### src/rtl/inst_pkg.sv
// Instruction field layout shared by the encoder/writer and the decoder.
package inst_pkg;
  localparam int COND_W = 2;
  localparam int OPCD_W = 4;
  localparam int REG_W  = 3;
  localparam int SRC2_W = 4;
  localparam int INST_W = 16;

  localparam int COND_LSB = 14;
  localparam int OPCD_LSB = 10;
  localparam int DEST_LSB = 7;
  localparam int SRC_LSB  = 4;
  localparam int SRC2_LSB = 0;

  typedef enum logic [1:0] {ST_IDLE, ST_LOAD, ST_DRAIN, ST_DONE} state_t;

  typedef struct packed {
    logic [COND_W-1:0] cond;
    logic [OPCD_W-1:0] opcd;
    logic [REG_W-1:0]  dest;
    logic [REG_W-1:0]  source;
    logic [SRC2_W-1:0] source2;
  } inst_fields_t;

  function automatic logic [INST_W-1:0] pack_inst(input inst_fields_t f);
    logic [INST_W-1:0] w;
    w = '0;
    w[COND_LSB +: COND_W] = f.cond;
    w[OPCD_LSB +: OPCD_W] = f.opcd;
    w[DEST_LSB +: REG_W]  = f.dest;
    w[SRC_LSB  +: REG_W]  = f.source;
    w[SRC2_LSB +: SRC2_W] = f.source2;
    return w;
  endfunction
endpackage

### src/rtl/inst_fifo.sv
// Small synchronous FIFO; head is the registered oldest entry, valid when !empty.
module inst_fifo #(
  parameter int WIDTH = 16,
  parameter int DEPTH = 4
) (
  input  logic             clk,
  input  logic             rst,
  input  logic             push,
  input  logic             pop,
  input  logic [WIDTH-1:0] din,
  output logic [WIDTH-1:0] head,
  output logic             full,
  output logic             empty
);
  localparam int AW = $clog2(DEPTH);

  logic [WIDTH-1:0] mem [DEPTH];
  logic [AW-1:0]    wp, rp;
  logic [AW:0]      cnt;
  logic             do_push, do_pop;

  assign full    = (cnt == (AW+1)'(DEPTH));
  assign empty   = (cnt == '0);
  assign do_push = push && !full;
  assign do_pop  = pop && !empty;
  assign head    = mem[rp];

  // Storage is not reset; occupancy is tracked by cnt alone.
  always_ff @(posedge clk)
    if (do_push) mem[wp] <= din;

  always_ff @(posedge clk or posedge rst) begin
    if (rst) begin
      wp  <= '0;
      rp  <= '0;
      cnt <= '0;
    end else begin
      if (do_push) wp <= wp + 1'b1;
      if (do_pop)  rp <= rp + 1'b1;
      case ({do_push, do_pop})
        2'b10:   cnt <= cnt + 1'b1;
        2'b01:   cnt <= cnt - 1'b1;
        default: cnt <= cnt;
      endcase
    end
  end
endmodule

### src/rtl/inst_encoder_writer.sv
// Packs instruction fields into 16-bit words and streams them into instruction
// memory from a programmable base address, through a small FIFO.
module inst_encoder_writer
  import inst_pkg::*;
#(
  parameter int ADDR_W     = 8,
  parameter int FIFO_DEPTH = 4
) (
  input  logic              clk,
  input  logic              rst,
  input  logic              start,
  input  logic [ADDR_W-1:0] base_addr,
  input  logic              in_valid,
  output logic              in_ready,
  input  logic              in_last,
  input  logic [COND_W-1:0] cond,
  input  logic [OPCD_W-1:0] opcd,
  input  logic [REG_W-1:0]  dest,
  input  logic [REG_W-1:0]  source,
  input  logic [SRC2_W-1:0] source2,
  output logic              mem_we,
  output logic [ADDR_W-1:0] mem_addr,
  output logic [INST_W-1:0] mem_wdata,
  input  logic              mem_ready,
  output logic              busy,
  output logic              done,
  output logic              overflow,
  output logic [ADDR_W:0]   word_count
);
  state_t            state;
  logic [ADDR_W-1:0] addr;
  logic [ADDR_W:0]   wcnt;
  logic              ovf;
  logic              full, empty, push, pop;
  logic [INST_W-1:0] head;
  inst_fields_t      fld;

  assign fld  = '{cond: cond, opcd: opcd, dest: dest, source: source, source2: source2};
  assign push = in_valid && in_ready;
  assign pop  = mem_we && mem_ready;

  assign in_ready   = (state == ST_LOAD) && !full;
  assign mem_we     = ((state == ST_LOAD) || (state == ST_DRAIN)) && !empty;
  assign mem_addr   = addr;
  // Head is masked so the write data bus reads 0 whenever no write is offered.
  assign mem_wdata  = mem_we ? head : '0;
  assign busy       = (state != ST_IDLE);
  assign done       = (state == ST_DONE);
  assign overflow   = ovf;
  assign word_count = wcnt;

  inst_fifo #(.WIDTH(INST_W), .DEPTH(FIFO_DEPTH)) u_fifo (
    .clk   (clk),
    .rst   (rst),
    .push  (push),
    .pop   (pop),
    .din   (pack_inst(fld)),
    .head  (head),
    .full  (full),
    .empty (empty)
  );

  always_ff @(posedge clk or posedge rst) begin
    if (rst) begin
      state <= ST_IDLE;
      addr  <= '0;
      wcnt  <= '0;
      ovf   <= 1'b0;
    end else begin
      case (state)
        ST_IDLE: if (start) begin
          addr  <= base_addr;
          wcnt  <= '0;
          ovf   <= 1'b0;
          state <= ST_LOAD;
        end
        ST_LOAD:  if (push && in_last) state <= ST_DRAIN;
        ST_DRAIN: if (empty) state <= ST_DONE;
        ST_DONE:  state <= ST_IDLE;
        default:  state <= ST_IDLE;
      endcase
      // pop is only possible in LOAD/DRAIN, so it never collides with the IDLE capture.
      if (pop) begin
        addr <= addr + 1'b1;
        if (&addr) ovf <= 1'b1;
        if (wcnt != '1) wcnt <= wcnt + 1'b1;
      end
    end
  end
endmodule

### config.mk
export PLATFORM = sky130hd
export DESIGN_NAME = inst_encoder_writer
export DESIGN_NICKNAME = d
export VERILOG_FILES = /design/src/rtl/inst_pkg.sv /design/src/rtl/inst_fifo.sv /design/src/rtl/inst_encoder_writer.sv
export SDC_FILE = /design/constraint.sdc
export NUM_CORES = 1
export LEC_CHECK = 0
export BUFFER_PORTS_ARGS = -buffer_cell sky130_fd_sc_hd__buf_2
export CORE_MARGIN = 1.5
export CORE_UTILIZATION = 50
export CTS_BUF_LIST = sky130_fd_sc_hd__clkbuf_4 sky130_fd_sc_hd__clkbuf_8 sky130_fd_sc_hd__clkbuf_16
export DETAILED_ROUTE_END_ITERATION = 6
export GPL_TIMING_DRIVEN = 1
export PLACE_DENSITY = 0.73
export SYNTH_ARGS = -nofsm -noshare
export SYNTH_HDL_FRONTEND = slang
export SYNTH_SLANG_ARGS = --single-unit
### constraint.sdc
create_clock -name clk -period 3.15 [get_ports clk]
set_input_delay 0.4725 -clock clk [delete_from_list [all_inputs] [get_ports clk]]
set_output_delay 0.4725 -clock clk [all_outputs]
set_load 0.005 [all_outputs]
==> results of run 1 <==
==> through the flow <==
| stage | hold slack, ps | setup WS (ps) | util [%] |
|---|---|---|---|
| after global routing | 320 | 434 | 59.8 |
| after CTS | 323 | 506 | 59.8 |
| final | 328 | 571 | 59.8 |
| after detailed placement | 500 | 800 | 57.6 |
| after global placement | 490 | 886 | 57.6 |
| after floorplan | 489 | 857 | - |
==> worst min path at each step <==
stage / start / endpoint / slack, ps / depth (start not counted)
after detailed placement: overflow / overflow / 500 / 1
after global placement: overflow / overflow / 490 / 1
after CTS: source2[0] / u_fifo.mem[2][0] / 320 / 1
after floorplan: word_count[7] / word_count[7] / 490 / 1
after global routing: opcd[0] / u_fifo.mem[0][10] / 320 / 1
final: opcd[0] / u_fifo.mem[0][10] / 330 / 1
==> critical path, delay by kind of cell (launching register included) <==
kind	cells	cell delay, ps
flops	1	720
mux	1	510
buf+inv	2	350
simple gates	1	190
==> power by group through the flow <==
stage | Sequential [mW] | Clock, mW | Combinational, mW
2_1_floorplan | 1.64 | 0 | 1.13
3_3_place_gp | 1.74 | 0 | 1.57
3_5_place_dp | 1.76 | 0 | 1.61
4_1_cts | 1.73 | 0.716 | 1.62
5_1_grt | 1.76 | 0.766 | 1.77
6_report | 1.73 | 0.705 | 1.61
==> cell usage after synthesis, types with 6 or more instances <==
library cell / n
sky130_fd_sc_hd__nor3_1: 6
sky130_fd_sc_hd__dfrtp_1: 27
sky130_fd_sc_hd__inv_1: 15
sky130_fd_sc_hd__nor2_1: 7
sky130_fd_sc_hd__nand3_1: 9
sky130_fd_sc_hd__and3_1: 20
sky130_fd_sc_hd__mux4_2: 16
sky130_fd_sc_hd__o21ai_0: 14
sky130_fd_sc_hd__edfxtp_1: 64
sky130_fd_sc_hd__ha_1: 12
sky130_fd_sc_hd__nand2_1: 18
==> flip-flops by register name (all words and copies together) (netlist names) <==
signal / flops
overflow: 1
u_fifo.cnt: 3
state: 2
mem_addr: 8
u_fifo.wp: 2
u_fifo.mem: 64
word_count: 9
u_fifo.rp: 2
==> metal layers <==
layer  wire, um  GRT usage, %  vias up
met1       3500          26.2     1253
met5          0             0        -
li1           -             -     1152
met2       3860          31.4       45
met4         84          6.92        0
met3        250          3.07        5
==> cell families after synthesis <==
logic type	Yosys count	synth area share [%]
flops	91	65.2
simple gates	73	9.55
compound gates	36	6.69
buf+inv	26	2.70
mux	19	9.83
fa+ha+maj	13	4.27
xor+xnor	8	1.76
==> cell type report <==
type	instances	area share [%]
clock buffer	10	2.84
clock inverter	6	0.867
inverter	16	1.30
multi-input combinational	149	27.7
sequential	91	56.2
tap	102	2.76
timing repair buffer	72	8.34
==> results.tsv, run 1 <==
metric	value	unit
status	finished, final reports clean	
final cycle utilization of the critical path	81.9	%
most common library cell in the layout ignoring fill and taps	sky130_fd_sc_hd__buf_2	
biggest area contributors in the synthesized netlist	sky130_fd_sc_hd__edfxtp_1, sky130_fd_sc_hd__dfrtp_1, sky130_fd_sc_hd__mux4_2, sky130_fd_sc_hd__ha_1, sky130_fd_sc_hd__and3_1	
final hold violation count	0	
initial DRC count	142	
pin count of the biggest net entering global routing	28	
critical-path cell with the highest stage delay	sky130_fd_sc_hd__dfrtp_1	
max incr delay on CP	720	ps
total core area	7730	um^2
remaining routing DRC violations	0	
synthesis-stage register bit count	91	
cells traversed along the worst timing path	buf_12 -> mux4_2 -> and3_1 -> buf_2	
Synth cell types	43	
number of nets produced by synthesis	309	
ratio of cells with drive above 1 in the final layout	31.7	%
final cell area excluding filler cells	4620	um^2
Max Slew Vio Count	0	
crit-path max FO	10	
largest buffer count on any clock path	2	
Synth Warn #	0	
deepest level of the CTS H-tree	3	
clock period minus final worst setup slack	2580	ps
antenna violations before repair	0	
Setup Skew	14.7	ps
ant diodes	0	
number of instances in the synthesized netlist	266	
vias in the first global route	2490	
hpwl dp	4970	um
FF-to-FF setup slack	790	ps
number of endpoints failing setup at the final stage	0	
Highest Clock Rate	388	MHz
Setup crit start	u_fifo.rp[0]	
Total Die Area	8510	um^2
Max-cap violations	0	
layout overhead on the synthesized area	16.0	%
Critical R2R Capture	u_fifo.cnt[2]	
dominant register cell in the synthesized netlist	sky130_fd_sc_hd__edfxtp_1	
starting utilization of the core area	51.6	%
combinational share of power	39.8	%
GRT Resource Usage Total	19.2	%
power density over cell area	874	nW/um^2
CTS clock-pin slew for the worst setup and hold paths	90	ps
count of instances resized after the clock tree is built	0	
number of synthesized flops with an enable pin	64	
total standard cell area after synthesis	3980	um^2
relative slew slack	28.5	%
routability congestion estimate	0.785	
width of the chip	92.3	um
critical path launch point type	register	
num rows	32	
design internal power	2.59	mW
number of cells on the worst reg-to-reg path	9	
area used by multi-input combinational logic	1280	um^2
Switching Fraction	35.9	%
via count	2455	
routed wire length	7690	um
FF+latch area	2600	um^2
reg-to-reg startpoint	u_fifo.cnt[0]	
sequential area share after synthesis	65.2	%
total instance count after detailed placement	430	
Least-Margin Pin Slew	1070	ps
Hold Buf Count CTS	0	
critical path data arrival time	2110	ps
Cell Area, Placed	4450	um^2
Setup Buffers After CTS	0	
number of buffers created by CTS	9	
clock network power share	17.5	%
final cell count without fillers	446	
CP endpoint kind	primary output	
post-synthesis area per instance	15.0	um^2
Top-Level Pins	68	
crit path kind	register to primary output	
net count of the finished layout	382	
TritonRoute pass-1 iters	4	
fraction of post-synthesis cell area in the top cell type by area	48.2	%
RSZ-0062 raised after global routing	no	
global route total overflow	0	
global-route wire length before repair	12400	um
Seq pwr share	42.8	%
Clock Sink Count	91	
antenna violation net count after detailed routing	0	
Filler cells	609	
WL/cell	17.3	um
leakage power total	1.89	nW
TritonCTS clock tree	yes	
worst hold path type	input pin to register	
largest area contributor in the synthesized netlist	sky130_fd_sc_hd__edfxtp_1	
Psw	1.45	mW
via/cell ratio	5.50	
overall die height	92.3	um
worst vdd rail ir drop	0.512	mV
clk root buf	sky130_fd_sc_hd__clkbuf_8	
top library cells by usage in the layout, fill and taps aside	sky130_fd_sc_hd__buf_2, sky130_fd_sc_hd__edfxtp_1, sky130_fd_sc_hd__dfrtp_1	
PnR Total Power	4.04	mW
port bufs	67	
asr flop ratio synth	29.7	%
Worst Path Required	2680	ps
source-to-sink clock delay at the later pin of the worst-skew pair	350	ps
setup tns final	0	ps
capturing instance or port of the critical path	mem_wdata[7]	
Note: power is estimated with default switching activity, not from simulation.
==> inputs of run 2 (changes only) <==
--- a/config.mk
+++ b/config.mk
@@ -5,6 +5,7 @@
 export SDC_FILE = /design/constraint.sdc
 export NUM_CORES = 1
 export LEC_CHECK = 0
+export ABC_AREA = 1
 export BUFFER_PORTS_ARGS = -buffer_cell sky130_fd_sc_hd__buf_2
 export CORE_MARGIN = 1.5
 export CORE_UTILIZATION = 50
==> constraint.sdc (replaced) <==
create_clock -name clk -period 2.4 [get_ports clk]
set_input_delay 0.36 -clock clk [delete_from_list [all_inputs] [get_ports clk]]
set_output_delay 0.36 -clock clk [all_outputs]
set_load 0.005 [all_outputs]
==> run 2 against run 1 <==
Effect of this change:
- cell count grew 36%
- clock power grew 31%
- critical path depth grew 6
- worst hold slack lost 270 ps
- global-route usage grew 0.85 points
- count of clock-buffer cells in the layout shrank 1
- synthesized area grew 6.6%
- critical endpoint is now u_fifo.cnt[2]
- highest routed layer unchanged
==> results.tsv, run 2 <==
metric	value	unit
sequential area share after synthesis	61.2	%
number of nets produced by synthesis	460	
Synth cell types	35	
dominant register cell in the synthesized netlist	sky130_fd_sc_hd__edfxtp_1	
number of instances in the synthesized netlist	417	
total standard cell area after synthesis	4250	um^2
hpwl dp	5540	um
crit path setup slack, layout	182	ps
overall die height	95.2	um
global route total overflow	0	
total instance count after detailed placement	587	
most numerous cell in the Yosys netlist	sky130_fd_sc_hd__nor2_1	
final cycle utilization of the critical path	92.4	%
pin count of the biggest net entering global routing	28	
Setup Skew	9.43	ps
synthesis-stage register bit count	91	
clk root buf	sky130_fd_sc_hd__clkbuf_8	
Max Slew Vio Count	0	
largest register by flop count	u_fifo.mem	
number of buffers created by CTS	9	
via/cell ratio	5.16	
remaining routing DRC violations	0	
total core area	8220	um^2
number of endpoints failing setup at the final stage	0	
TritonCTS clock tree	yes	
Layout Utilization	59.8	%
number of synthesized flops with an enable pin	64	
biggest area contributors in the synthesized netlist	sky130_fd_sc_hd__edfxtp_1, sky130_fd_sc_hd__dfrtp_1, sky130_fd_sc_hd__nor2_1, sky130_fd_sc_hd__nand2_1, sky130_fd_sc_hd__o21ai_0	
CP endpoint kind	register	
largest area contributor in the synthesized netlist	sky130_fd_sc_hd__edfxtp_1	
critical path data arrival time	2450	ps
top library cells by usage in the layout, fill and taps aside	sky130_fd_sc_hd__nor2_1, sky130_fd_sc_hd__nand2_1, sky130_fd_sc_hd__buf_2	
clock period minus final worst setup slack	2220	ps
leakage power total	2.13	nW
width of the chip	95.2	um
initial DRC count	138	
TritonRoute pass-1 iters	5	
final cell count without fillers	605	
Least-Margin Pin Slew	411	ps
source-to-sink clock delay at the later pin of the worst-skew pair	350	ps
starting utilization of the core area	51.7	%
setup tns final	0	ps
worst vdd rail ir drop	0.637	mV
most common library cell in the layout ignoring fill and taps	sky130_fd_sc_hd__nor2_1	
port bufs	67	
worst-case setup slack after placement	171	ps
WL/cell	13.8	um
layout overhead on the synthesized area	15.6	%
crit path kind	register to register	
num rows	33	
flip-flop count of the largest register, all copies and words added	64	
Total Die Area	9060	um^2
Synth Warn #	0	
via count	3119	
Filler cells	681	
crit-path max FO	15	
asr flop ratio synth	29.7	%
status	finished, final reports clean	
antenna violation net count after detailed routing	0	
Worst Path Required	2630	ps
fraction of post-synthesis cell area in the top cell type by area	45.3	%
PnR Total Power	5.57	mW
CTS clock-pin slew for the worst setup and hold paths	90	ps
ratio of cells with drive above 1 in the final layout	22.2	%
antenna violations before repair	0	
worst hold path type	input pin to asynchronous set/reset pin	
Clock Sink Count	91	
GRT Resource Usage Total	20.1	%
routability congestion estimate	0.833	
relative slew slack	72.5	%
deepest level of the CTS H-tree	3	
net count of the finished layout	538	
vias in the first global route	2957	
power density over cell area	1140	nW/um^2
Highest Clock Rate	451	MHz
global-route wire length before repair	13600	um
largest buffer count on any clock path	2	
Max-cap violations	0	
commonest cells in the netlist	sky130_fd_sc_hd__nor2_1, sky130_fd_sc_hd__nand2_1, sky130_fd_sc_hd__edfxtp_1, sky130_fd_sc_hd__o21ai_0, sky130_fd_sc_hd__inv_1	
critical path launch point type	register	
post-synthesis area per instance	10.2	um^2
Top-Level Pins	68	
routed wire length	8350	um
final hold violation count	0	
ant diodes	0	
RSZ-0062 raised after global routing	no	
-- run 2: cell types whose count changed after synthesis, moves of 14 or more --
cell / delta
sky130_fd_sc_hd__o21ai_0: +30
sky130_fd_sc_hd__and3_1: -20
sky130_fd_sc_hd__a21oi_1: +16
sky130_fd_sc_hd__inv_1: +14
sky130_fd_sc_hd__mux4_2: -16
sky130_fd_sc_hd__nor2_1: +70
sky130_fd_sc_hd__nand2_1: +52
-- run 2: repair_timing --
item	4_1_cts	5_1_grt
hold buffers	0	0
endpoints found under the setup margin	9	1
buffers inserted	0	2
hold endpoints to repair	0	0
gates resized for setup	1	0
cloned	0	0
-- run 2: logic make-up after synthesis --
| logic type | after synthesis | synth area share [%] |
|---|---|---|
| and+or+nand+nor | 179 | 18.1 |
| DFF | 91 | 61.2 |
| AOI/OAI and AO/OA | 75 | 9.40 |
| buffers and inverters | 48 | 5.07 |
| adders and majority gates | 13 | 4.01 |
| xor gates and xnor gates | 11 | 2.27 |
-- run 2: layout make-up --
type	instances	area, um^2	area share, %
multi-input combinational	278	1430	29.2
tap	105	131	2.68
timing repair buffer	81	440	8.97
inverter	34	130	2.65
clock buffer	9	124	2.52
clock inverter	7	51.3	1.04
sequential	91	2600	52.9
-- run 2: worst max-delay path, stage by stage (launching register included) --
cell and delay (ps):
sky130_fd_sc_hd__dfrtp_1 390, sky130_fd_sc_hd__inv_1 80, sky130_fd_sc_hd__ha_1 350, sky130_fd_sc_hd__nand3_4 100
sky130_fd_sc_hd__inv_4 140, sky130_fd_sc_hd__ha_1 160, sky130_fd_sc_hd__inv_1 70, sky130_fd_sc_hd__fa_1 390
sky130_fd_sc_hd__a21oi_1 140, sky130_fd_sc_hd__o21ai_0 110, sky130_fd_sc_hd__xor2_1 160
-- run 2: stage by stage --
stage                     hold WS [ps]  instance area [um^2]
final                             54.4                  4910
after global routing              75.2                  4910
after CTS                         51.7                  4890
after detailed placement           448                  4720
after global placement             439                  4720
after floorplan                    413                  4250
-- run 2: where the power goes --
| group | leakage (nW) | switching, mW | total (mW) | internal (mW) |
|---|---|---|---|---|
| Clock | 0.0893 | 0.544 | 0.926 | 0.382 |
| Combinational | 1.12 | 1.48 | 2.44 | 0.960 |
| Sequential | 0.917 | 0.248 | 2.21 | 1.96 |
| Total | 2.13 | 2.27 | 5.57 | 3.31 |
-- run 2: per-layer routing --
metal	track usage, %	wire, um	up-vias
met3	4.07	304	8
met4	6.97	87	0
met1	25.3	3850	1485
met2	34.3	4110	73
li1	-	-	1553
met5	0	0	-
-- run 2: worst paths after layout --
| check | startpoint | endpoint | cells past startpoint | slack, ps |
|---|---|---|---|---|
| worst max register to register | state[1] | u_fifo.cnt[2] | 10 | 180 |
| worst min register to register | overflow | overflow | 2 | 490 |
| worst min-delay path | rst | mem_addr[7] | 3 | 50 |
| worst max-delay path | state[1] | u_fifo.cnt[2] | 10 | 180 |
| max in group asynchronous | rst | u_fifo.rp[1] | 3 | 2050 |
| min in group clk | cond[1] | u_fifo.mem[1][15] | 1 | 220 |
